### src/rtl/pss_sync_pkg.sv
// pss_sync_pkg
//   Shared definitions for the PSS synchronisation controller and the
//   PSS_detector it sequences: detector mode encodings, controller state
//   enum and the default SSB timing parameters.
package pss_sync_pkg;

  typedef logic [1:0] mode_t;

  // Detector mode_i encodings, shared with PSS_detector.
  localparam mode_t MODE_SEARCH = 2'd0;
  localparam mode_t MODE_FIND   = 2'd1;
  localparam mode_t MODE_PAUSE  = 2'd2;

  // 20 ms SSB period at 1.92 MSPS.
  localparam int unsigned SSB_PERIOD_DEFAULT  = 38400;
  localparam int unsigned WINDOW_HALF_DEFAULT = 100;
  localparam int unsigned MAX_MISSES_DEFAULT  = 3;

  typedef enum logic [1:0] {
    ST_IDLE,
    ST_SEARCH,
    ST_PAUSE,
    ST_FIND
  } state_e;

  // Detector mode requested while the controller sits in a given state.
  function automatic mode_t state_to_mode(input state_e st);
    case (st)
      ST_SEARCH: return MODE_SEARCH;
      ST_FIND:   return MODE_FIND;
      default:   return MODE_PAUSE;
    endcase
  endfunction

endpackage

### src/rtl/pss_sync_controller_if.sv
// pss_sync_controller_if
//   Link between the sync controller and PSS_detector.
//   s_axis_in_tvalid  : sample strobe seen by both blocks
//   N_id_2            : detected N_id_2 from the detector
//   N_id_2_valid      : one-cycle detection pulse from the detector
//   mode              : detector mode_i (SEARCH/FIND/PAUSE)
//   requested_N_id_2  : detector requested_N_id_2_i
//   master = controller side, slave = detector/source side.
interface pss_sync_controller_if;
  import pss_sync_pkg::*;

  logic        s_axis_in_tvalid;
  logic [1:0]  N_id_2;
  logic        N_id_2_valid;
  mode_t       mode;
  logic [1:0]  requested_N_id_2;

  modport master (
    input  s_axis_in_tvalid, N_id_2, N_id_2_valid,
    output mode, requested_N_id_2
  );

  modport slave (
    output s_axis_in_tvalid, N_id_2, N_id_2_valid,
    input  mode, requested_N_id_2
  );

endinterface

### src/rtl/pss_sync_controller.sv
// pss_sync_controller
//   Sequences PSS_detector through SEARCH, PAUSE and FIND. After the first
//   detection it locks onto one N_id_2, counts samples to predict the next
//   SSB, opens a +/-WINDOW_HALF FIND window around it and falls back to
//   SEARCH after MAX_MISSES consecutive empty windows.
// Ports:
//   clk_i, reset_ni   : clock, asynchronous active-low reset
//   enable_i          : level enable, 0 forces IDLE
//   det               : detector link (tvalid, detections in; mode, request out)
//   locked_o          : tracking (PAUSE or FIND)
//   N_id_2_o          : locked N_id_2
//   ssb_strobe_o      : pulse per accepted detection
//   timing_error_o    : signed detection position minus SSB_PERIOD
//   miss_cnt_o        : consecutive missed windows
module pss_sync_controller
  import pss_sync_pkg::*;
#(
  parameter int unsigned SSB_PERIOD  = SSB_PERIOD_DEFAULT,
  parameter int unsigned WINDOW_HALF = WINDOW_HALF_DEFAULT,
  parameter int unsigned MAX_MISSES  = MAX_MISSES_DEFAULT,
  parameter int unsigned CNT_W       = $clog2(SSB_PERIOD + WINDOW_HALF + 1),
  parameter int unsigned ERR_W       = $clog2(WINDOW_HALF + 1) + 1,
  localparam int unsigned MISS_W     = $clog2(MAX_MISSES + 1)
) (
  input  logic                    clk_i,
  input  logic                    reset_ni,
  input  logic                    enable_i,
  pss_sync_controller_if.master   det,
  output logic                    locked_o,
  output logic [1:0]              N_id_2_o,
  output logic                    ssb_strobe_o,
  output logic signed [ERR_W-1:0] timing_error_o,
  output logic [MISS_W-1:0]       miss_cnt_o
);

  // Last PAUSE sample before the window; window close sample; count that
  // keeps the next window on the nominal grid after a miss.
  localparam logic [CNT_W-1:0]  OPEN_CNT   = CNT_W'(SSB_PERIOD - WINDOW_HALF - 1);
  localparam logic [CNT_W-1:0]  CLOSE_CNT  = CNT_W'(SSB_PERIOD + WINDOW_HALF);
  localparam logic [CNT_W-1:0]  REGRID_CNT = CNT_W'(WINDOW_HALF + 1);
  localparam logic [MISS_W-1:0] MISS_LIMIT = MISS_W'(MAX_MISSES);

  state_e              state_q, state_d;
  logic [CNT_W-1:0]    cnt_q, cnt_d;
  logic [MISS_W-1:0]   miss_q, miss_d, miss_inc;
  logic [1:0]          nid_q, nid_d;
  logic                accept, window_close;
  logic signed [CNT_W:0] err_full;

  mode_t               mode_d;
  logic                locked_d, strobe_d;
  logic signed [ERR_W-1:0] err_d;

  // Disable dominates: a detection coinciding with enable_i=0 is dropped.
  assign accept = enable_i && det.N_id_2_valid &&
                  (state_q == ST_SEARCH ||
                   (state_q == ST_FIND && det.N_id_2 == nid_q));

  // Acceptance wins over a simultaneous window close.
  assign window_close = (state_q == ST_FIND) && det.s_axis_in_tvalid &&
                        (cnt_q == CLOSE_CNT) && !accept;

  assign miss_inc = miss_q + MISS_W'(1);
  assign err_full = $signed({1'b0, cnt_q}) - $signed({1'b0, CNT_W'(SSB_PERIOD)});

  // Next-state, counter and miss bookkeeping.
  always_comb begin
    // NOTE: every signal gets a default first so no path leaves it unassigned (no latch).
    state_d = state_q;
    cnt_d   = det.s_axis_in_tvalid ? cnt_q + CNT_W'(1) : cnt_q;
    miss_d  = miss_q;
    nid_d   = nid_q;
    if (!enable_i) begin
      state_d = ST_IDLE;
      cnt_d   = '0;
      miss_d  = '0;
    end else begin
      unique case (state_q)
        ST_IDLE:   state_d = ST_SEARCH;
        ST_SEARCH: if (accept) state_d = ST_PAUSE;
        ST_PAUSE:  if (det.s_axis_in_tvalid && cnt_q == OPEN_CNT) state_d = ST_FIND;
        ST_FIND: begin
          if (accept) begin
            state_d = ST_PAUSE;
          end else if (window_close) begin
            cnt_d = REGRID_CNT;
            if (miss_inc == MISS_LIMIT) begin
              state_d = ST_SEARCH;
              miss_d  = '0;
            end else begin
              state_d = ST_PAUSE;
              miss_d  = miss_inc;
            end
          end
        end
      endcase
      if (accept) begin
        cnt_d  = '0;
        miss_d = '0;
        nid_d  = det.N_id_2;
      end
    end
  end

  // Next values of the registered outputs.
  always_comb begin
    mode_d   = state_to_mode(state_d);
    locked_d = (state_d == ST_PAUSE) || (state_d == ST_FIND);
    strobe_d = accept;
    err_d    = timing_error_o;
    if (accept) begin
      err_d = (state_q == ST_SEARCH) ? '0 : err_full[ERR_W-1:0];
    end
  end

  always_ff @(posedge clk_i or negedge reset_ni) begin
    if (!reset_ni) begin
      state_q        <= ST_IDLE;
      cnt_q          <= '0;
      miss_q         <= '0;
      nid_q          <= '0;
      det.mode       <= MODE_PAUSE;
      locked_o       <= 1'b0;
      ssb_strobe_o   <= 1'b0;
      timing_error_o <= '0;
    end else begin
      // NOTE: non-blocking assignments so every register samples pre-edge values.
      state_q        <= state_d;
      cnt_q          <= cnt_d;
      miss_q         <= miss_d;
      nid_q          <= nid_d;
      det.mode       <= mode_d;
      locked_o       <= locked_d;
      ssb_strobe_o   <= strobe_d;
      timing_error_o <= err_d;
    end
  end

  assign N_id_2_o             = nid_q;
  assign det.requested_N_id_2 = nid_q;
  assign miss_cnt_o           = miss_q;

endmodule

### src/flat_wrapper.sv
// flat-port wrapper written by rule: the top's interface ports become plain ports
module pss_sync_controller_flat import pss_sync_pkg::*;
#(
  parameter int unsigned SSB_PERIOD  = SSB_PERIOD_DEFAULT,
  parameter int unsigned WINDOW_HALF = WINDOW_HALF_DEFAULT,
  parameter int unsigned MAX_MISSES  = MAX_MISSES_DEFAULT,
  parameter int unsigned CNT_W       = $clog2(SSB_PERIOD + WINDOW_HALF + 1),
  parameter int unsigned ERR_W       = $clog2(WINDOW_HALF + 1) + 1,
  localparam int unsigned MISS_W     = $clog2(MAX_MISSES + 1)
)
  (clk_i, reset_ni, enable_i, locked_o, N_id_2_o, ssb_strobe_o, timing_error_o, miss_cnt_o, det_s_axis_in_tvalid, det_N_id_2, det_N_id_2_valid, det_mode, det_requested_N_id_2);
  pss_sync_controller_if det_i ();
  input  logic clk_i;
  input  logic reset_ni;
  input  logic enable_i;
  output logic locked_o;
  output logic [1:0] N_id_2_o;
  output logic ssb_strobe_o;
  output logic signed [ERR_W-1:0] timing_error_o;
  output logic [MISS_W-1:0] miss_cnt_o;
  input wire logic [$bits(det_i.s_axis_in_tvalid)-1:0] det_s_axis_in_tvalid;
  input wire logic [$bits(det_i.N_id_2)-1:0] det_N_id_2;
  input wire logic [$bits(det_i.N_id_2_valid)-1:0] det_N_id_2_valid;
  output wire logic [$bits(det_i.mode)-1:0] det_mode;
  output wire logic [$bits(det_i.requested_N_id_2)-1:0] det_requested_N_id_2;
  assign det_i.s_axis_in_tvalid = det_s_axis_in_tvalid;
  assign det_i.N_id_2 = det_N_id_2;
  assign det_i.N_id_2_valid = det_N_id_2_valid;
  assign det_mode = det_i.mode;
  assign det_requested_N_id_2 = det_i.requested_N_id_2;
  pss_sync_controller #(.SSB_PERIOD(SSB_PERIOD), .WINDOW_HALF(WINDOW_HALF), .MAX_MISSES(MAX_MISSES), .CNT_W(CNT_W), .ERR_W(ERR_W)) u_core (.clk_i(clk_i), .reset_ni(reset_ni), .enable_i(enable_i), .det(det_i), .locked_o(locked_o), .N_id_2_o(N_id_2_o), .ssb_strobe_o(ssb_strobe_o), .timing_error_o(timing_error_o), .miss_cnt_o(miss_cnt_o));
endmodule
### config.mk
export PLATFORM = sky130hd
export DESIGN_NAME = pss_sync_controller_flat
export DESIGN_NICKNAME = d
export VERILOG_FILES = /design/src/rtl/pss_sync_pkg.sv /design/src/rtl/pss_sync_controller_if.sv /design/src/rtl/pss_sync_controller.sv /design/src/flat_wrapper.sv
export SDC_FILE = /design/constraint.sdc
export NUM_CORES = 1
export LEC_CHECK = 0
export CORE_MARGIN = 2
export CORE_UTILIZATION = 58
export DETAILED_ROUTE_END_ITERATION = 16
export PLACE_DENSITY = 0.84
export SLEW_MARGIN = 20
export SYNTH_ARGS = -nofsm -noshare
export SYNTH_HDL_FRONTEND = slang
export SYNTH_SLANG_ARGS = --single-unit
### constraint.sdc
create_clock -name clk_i -period 3.89 [get_ports clk_i]
set_input_delay 0.389 -clock clk_i [delete_from_list [all_inputs] [get_ports clk_i]]
set_output_delay 0.389 -clock clk_i [all_outputs]
set_load 0.02 [all_outputs]
# After elaboration in Yosys (flattened, before gate mapping)
# Index checks and enable logic that the tools add are counted.
[op_classes]
n_addsub = 3
n_eq_ne = 12
mux = 19
reduce_logical = 13
[op_table]
columns = ["operator", "count"]
rows = [
  ["$mux W16", 5],
  ["$eq A16 B16 Y1 const B", 2],
  ["$mux W2", 11],
  ["$add A16 B1 Y16 const B", 1],
  ["$eq A2 B2 Y1 const B", 5],
  ["$mux W8", 1],
  ["$pmux W2 S4", 1],
  ["$sub A8 B1 Y8 const B", 1],
  ["$logic_and A1 B1 Y1", 7],
  ["$ne A3 B1 Y1 const B", 2],
  ["$eq A2 B1 Y1 const B", 2],
  ["$pmux W2 S2", 1],
  ["$reduce_and A2 Y1", 2],
  ["$add A2 B1 Y2 const B", 1],
  ["$eq A2 B2 Y1", 1],
  ["$logic_not A2 Y1", 1],
  ["$logic_or A1 B1 Y1", 2],
  ["$logic_not A1 Y1", 1],
]
[word_totals]
reg_bits = 34
in_bits = 7
output_inout_bits = 18
wordCells = 55

# Depth between registers and ports, before layout
[depth]
ltp_word = 12
depth_mapped = 8
ltp_nobuf = 6

# Worst setup path after synthesis
# No wires, ideal clock.
[synth_path]
path_type = "reg2reg"
startpoint = "register u_core.cnt_q[7]"
endpoint = "register u_core.state_q[0]"
setup_time_ns = 0.124
arrival_time_ns = 1.930
t_required_ns = 3.766
path_slack_ns = 1.836
path_stages_with_launch = 6
n_path_buf = 1
synth_period_minus_slack_ns = 2.054
cell_sequence = "dfrtp_1 or3b_1 or4b_1 buf_2 o31a_1 o31a_1"
[synth_between]
elab_chain_cells = 7
word_cells_on_any_way = 10
classes_between = "eq/ne (2); mux (5); reduce/logical (3)"
[synth_rtl]
columns = ["item", "line_no", "rtl"]
rows = [
  ["from (decl)", "pss_sync_controller.sv:44", "logic [CNT_W-1:0] cnt_q, cnt_d;"],
  ["from (signal assigned)", "pss_sync_controller.sv:129", "cnt_q <= cnt_d;"],
  ["$eq A16 B16 Y1", "pss_sync_controller.sv:61", "(cnt_q == CLOSE_CNT) && !accept;"],
  ["$logic_and A1 B1 Y1", "pss_sync_controller.sv:60", "assign window_close = (state_q == ST_FIND) && det.s_axis_in_tvalid &&"],
  ["$logic_and A1 B1 Y1", "pss_sync_controller.sv:61", ""],
  ["$mux W2", "pss_sync_controller.sv:85", "end else if (window_close) begin"],
  ["$mux W2", "pss_sync_controller.sv:83", "if (accept) begin"],
  ["$pmux W2 S4 (*)", "pss_sync_controller.sv:78", "unique case (state_q)"],
  ["$mux W2 (*)", "pss_sync_controller.sv:73", "if (!enable_i) begin"],
  ["net u_core.state_d[0]", "pss_sync_controller.sv:43", "state_e state_q, state_d;"],
  ["to (signal assigned)", "pss_sync_controller.sv:128", "state_q <= state_d;"],
  ["to (decl)", "pss_sync_controller.sv:43", ""],
]
# The timed path passes the listed nets; every way through them passes the cells marked *.
# A chain may end at the register's enable or synchronous reset.

# Worst setup path in the final report
[layout_path]
startpoint = "register u_core.cnt_q[7]"
endpoint = "register u_core.cnt_q[10]"
[layout_between]
elab_chain_cells = 7
word_cells_on_any_way = 9
classes_between = "add/sub (1); eq/ne (1); mux (5); reduce/logical (2)"
[layout_rtl]
columns = ["item", "line_no", "rtl"]
rows = [
  ["branches (longest 4 deep; another with $add A16 B1 Y16)", "n/a", ""],
  ["$mux W16 (*)", "pss_sync_controller.sv:78", ""],
  ["$mux W16 (*)", "pss_sync_controller.sv:97", "if (accept) begin"],
  ["$mux W16 (*)", "pss_sync_controller.sv:73", ""],
  ["net u_core.cnt_d[10]", "pss_sync_controller.sv:44", ""],
]
# Mark *: on every way through the listed nets, which the timed path passes.

==> results.md <==
* Die W at 59.19 microns
* Overflow after GRT at 0
* Largest net degree at the start of global routing at 35
* Main flop type after synthesis: dfrtp_1
* Io pins at 25
* DRC at 0
* Max Buffers Root-to-Sink at 2
* Starting density of the core at 59.33%
* Maximum clock frequency at 416.8 MHz
* Synthesis-to-layout area growth at 16.57%
* Worst Setup Path Type: reg -> reg
* Largest cells by area after synthesis: dfrtp_1, o21ai_0, nand2_1
* Critical path endpoint category: flip-flop
* Skew-Pair Late Insertion Delay at 330 ps
* I/O Buffers at 24
* Worst-path clk slew at 100 ps
* Final cycle utilization of the critical path at 61.68%
* Layout cell share with drive strength beyond 1 at 6.796%
* Seq. cell area at 852.1 sq um
* Hold Fails Final Rpt at 0
* Clk sinks at 34
* Initial antenna violation count at 0
* Initial DRC Count at 65
* Pwr Density at 335.0 nW/um^2
* Worst Max-Slew Pin Slew at 746.3 ps
* N_diodes at 0
* TritonRoute pass-1 iters at 4
* Multi-input logic area at 840.8 sq um
* VDD IR-drop max at 0.0001668 V
* CTS Buf Count at 5
* Pre-CTS setup slack at 1141 ps
* Cell variety after synth at 40
* CORE AREA at 2978 sq um
* Nets at 214
* Routed Antenna Nets at 0
* Routed vias at 1,485
* Switching part of the total at 26.83%
* FF-to-FF path depth at 4
* Switching power total at 185.1 uW
* Post-synthesis cell area at 1767 sq um
* Max Slew Vio Count at 0
* DIE AREA at 3503 sq um
* Post-Synthesis Cells at 185
* GRT Util Overall at 23.98%
* Syn Nets at 194
* Vias per cell at 6.213
* Hold_ws at 440.5 ps
* FP Rows at 20
* Final min period at 2399 ps
* Setup Buffers After CTS at 0
* Root buffer cell: clkbuf_4
* Avg WL per Cell at 15.25 microns
* Max-cap violations at 0
* Vias in the first global route at 1,435
* Final Setup Violations at 0
* H-tree depth at 2
* Unrepaired setup endpoints after global routing: false
* Post-DP HPWL at 2.693 mm
* Slew Limit Headroom at 49.98%
* Min setup slack post-route at 1491 ps
* CTS Hold Bufs at 0
* Routed WL at 3.644 mm
* Worst Skew at 13.45 ps
* Most frequent cell after synthesis: dfrtp_1
* EDFF count, synth at 0
* Ys Warns at 0
* Setup_tns at 0 ps
* Comb pwr share at 16.2%
* Critical Path RT at 4070 ps
* Async SR Flop Fraction at 100.0%
* Area share of the largest cell type after synthesis at 46.74%
* Most frequent cells after synthesis: dfrtp_1, o21ai_0, nand2_1, nor3_1
* Seq/Total Area, Yosys at 48.23%
* GP Congestion at 0.8302
* Syn Area/Cell at 9.550 sq um
* Post-synth top area cell: dfrtp_1
* Yosys reg bits at 34
* Post-CTS sizing at 0
* Hold Path Class: in -> async
* Worst Path Arrival at 2580 ps
* Startpoint types: flip-flop
* Clock power share at 28.9%
* CP Max Fanout at 12
* First-pass GRT wire length at 6.299 mm
* DIE HEIGHT at 59.19 microns
* Run status: completed
* TritonCTS clock tree: yes
* Leakage at 0.0008060 uW
* Internal power at 504.8 uW
* Power share of the sequential group at 54.9%
* Filler Cell Count at 254
per-layer routing:
| metal | track usage (%) | up-vias | wire, microns |
|---|---|---|---|
| met3 | 5.022 | 7 | 177 |
| met4 | 12.01 | 0 | 56 |
| met2 | 41.13 | 41 | 1858 |
| met1 | 28.15 | 725 | 1552 |
| li1 | - | 712 | - |
| met5 | 0 | - | 0 |
critical path, stage by stage, from the launching register on:
cell	delay, ps
dfrtp_1	480
or3b_1	420
or4b_1	610
nor3_2	620
nor3_1	120
cells in the final DEF (no fill, tap or decap), types with 3 or more instances in the layout:
| cell type | count |
|---|---|
| nor3_1 | 10 |
| xor2_1 | 7 |
| a211oi_1 | 3 |
| o31ai_1 | 4 |
| o21ai_0 | 19 |
| inv_1 | 3 |
| nand3_1 | 7 |
| and4_1 | 3 |
| or3_1 | 3 |
| nor4_1 | 3 |
| clkbuf_4 | 5 |
| dfrtp_1 | 33 |
| xnor2_1 | 7 |
| clkdlybuf4s50_1 | 24 |
| and3_1 | 5 |
| nor2_1 | 7 |
| nand4_1 | 7 |
| a21oi_1 | 5 |
| a31oi_1 | 3 |
| nand2_1 | 18 |
logic make-up (layout without fill, tap and decap cells):
family	Yosys count	after routing	share of synthesized area (%)
adders and majority gates	2	2	1.416
xor gates and xnor gates	14	14	6.941
DFF	34	34	48.23
buffers and inverters	16	37	4.178
AOI/OAI and AO/OA	39	39	13.03
and+or+nand+nor	77	77	24.36
muxes	3	3	1.841
registers in the layout, indices dropped and copies added (netlist names):
name / flops
u_core.cnt_q: 16
u_core.timing_error_o: 8
u_core.N_id_2_o: 2
u_core.det.mode: 2
u_core.miss_cnt_o: 2
u_core.state_q: 2
u_core.locked_o: 1
u_core.ssb_strobe_o: 1
through the flow:
| step | instances | utilization, % | total power (uW) | cell area (sq um) |
|---|---|---|---|---|
| after global routing | 239 | 69.16 | 721.7 | 2059 |
| after detailed placement | 231 | 67.18 | 498.1 | 2001 |
| after floorplan | 185 | - | 450.1 | 1767 |
| final | 239 | 69.16 | 689.9 | 2059 |
| after CTS | 239 | 69.16 | 692.3 | 2059 |
| after global placement | 231 | 67.18 | 493.9 | 2001 |
layout make-up:
cell class,count,share of cell area [%]
clock buffer,8,2.855
inverter,3,0.5468
multi-input combinational,135,40.83
sequential,34,41.37
tap,33,2.005
timing repair buffer,26,12.39
power groups by stage:
| stage | clock network, uW | logic (uW) | registers (uW) |
|---|---|---|---|
| 4_1_cts | 201 | 112 | 379 |
| 6_report | 199 | 112 | 379 |
| 5_1_grt | 218 | 122 | 381 |
| 2_1_floorplan | 0 | 54.0 | 396 |
| 3_3_place_gp | 0 | 109 | 385 |
| 3_5_place_dp | 0 | 112 | 386 |
worst paths after layout:
kind / startpoint / to / slack, ps
setup / recovery: u_core.cnt_q[7] / u_core.cnt_q[10] / 1490
hold / removal: reset_ni / u_core.timing_error_o[4] / 440
setup reg to reg: u_core.cnt_q[7] / u_core.cnt_q[10] / 1490
hold reg to reg: u_core.timing_error_o[2] / u_core.timing_error_o[2] / 520
max in group asynchronous: reset_ni / u_core.det.mode[1] / 3100
min in group clk_i: u_core.timing_error_o[2] / u_core.timing_error_o[2] / 520
Power figures use the tool's default switching activity.
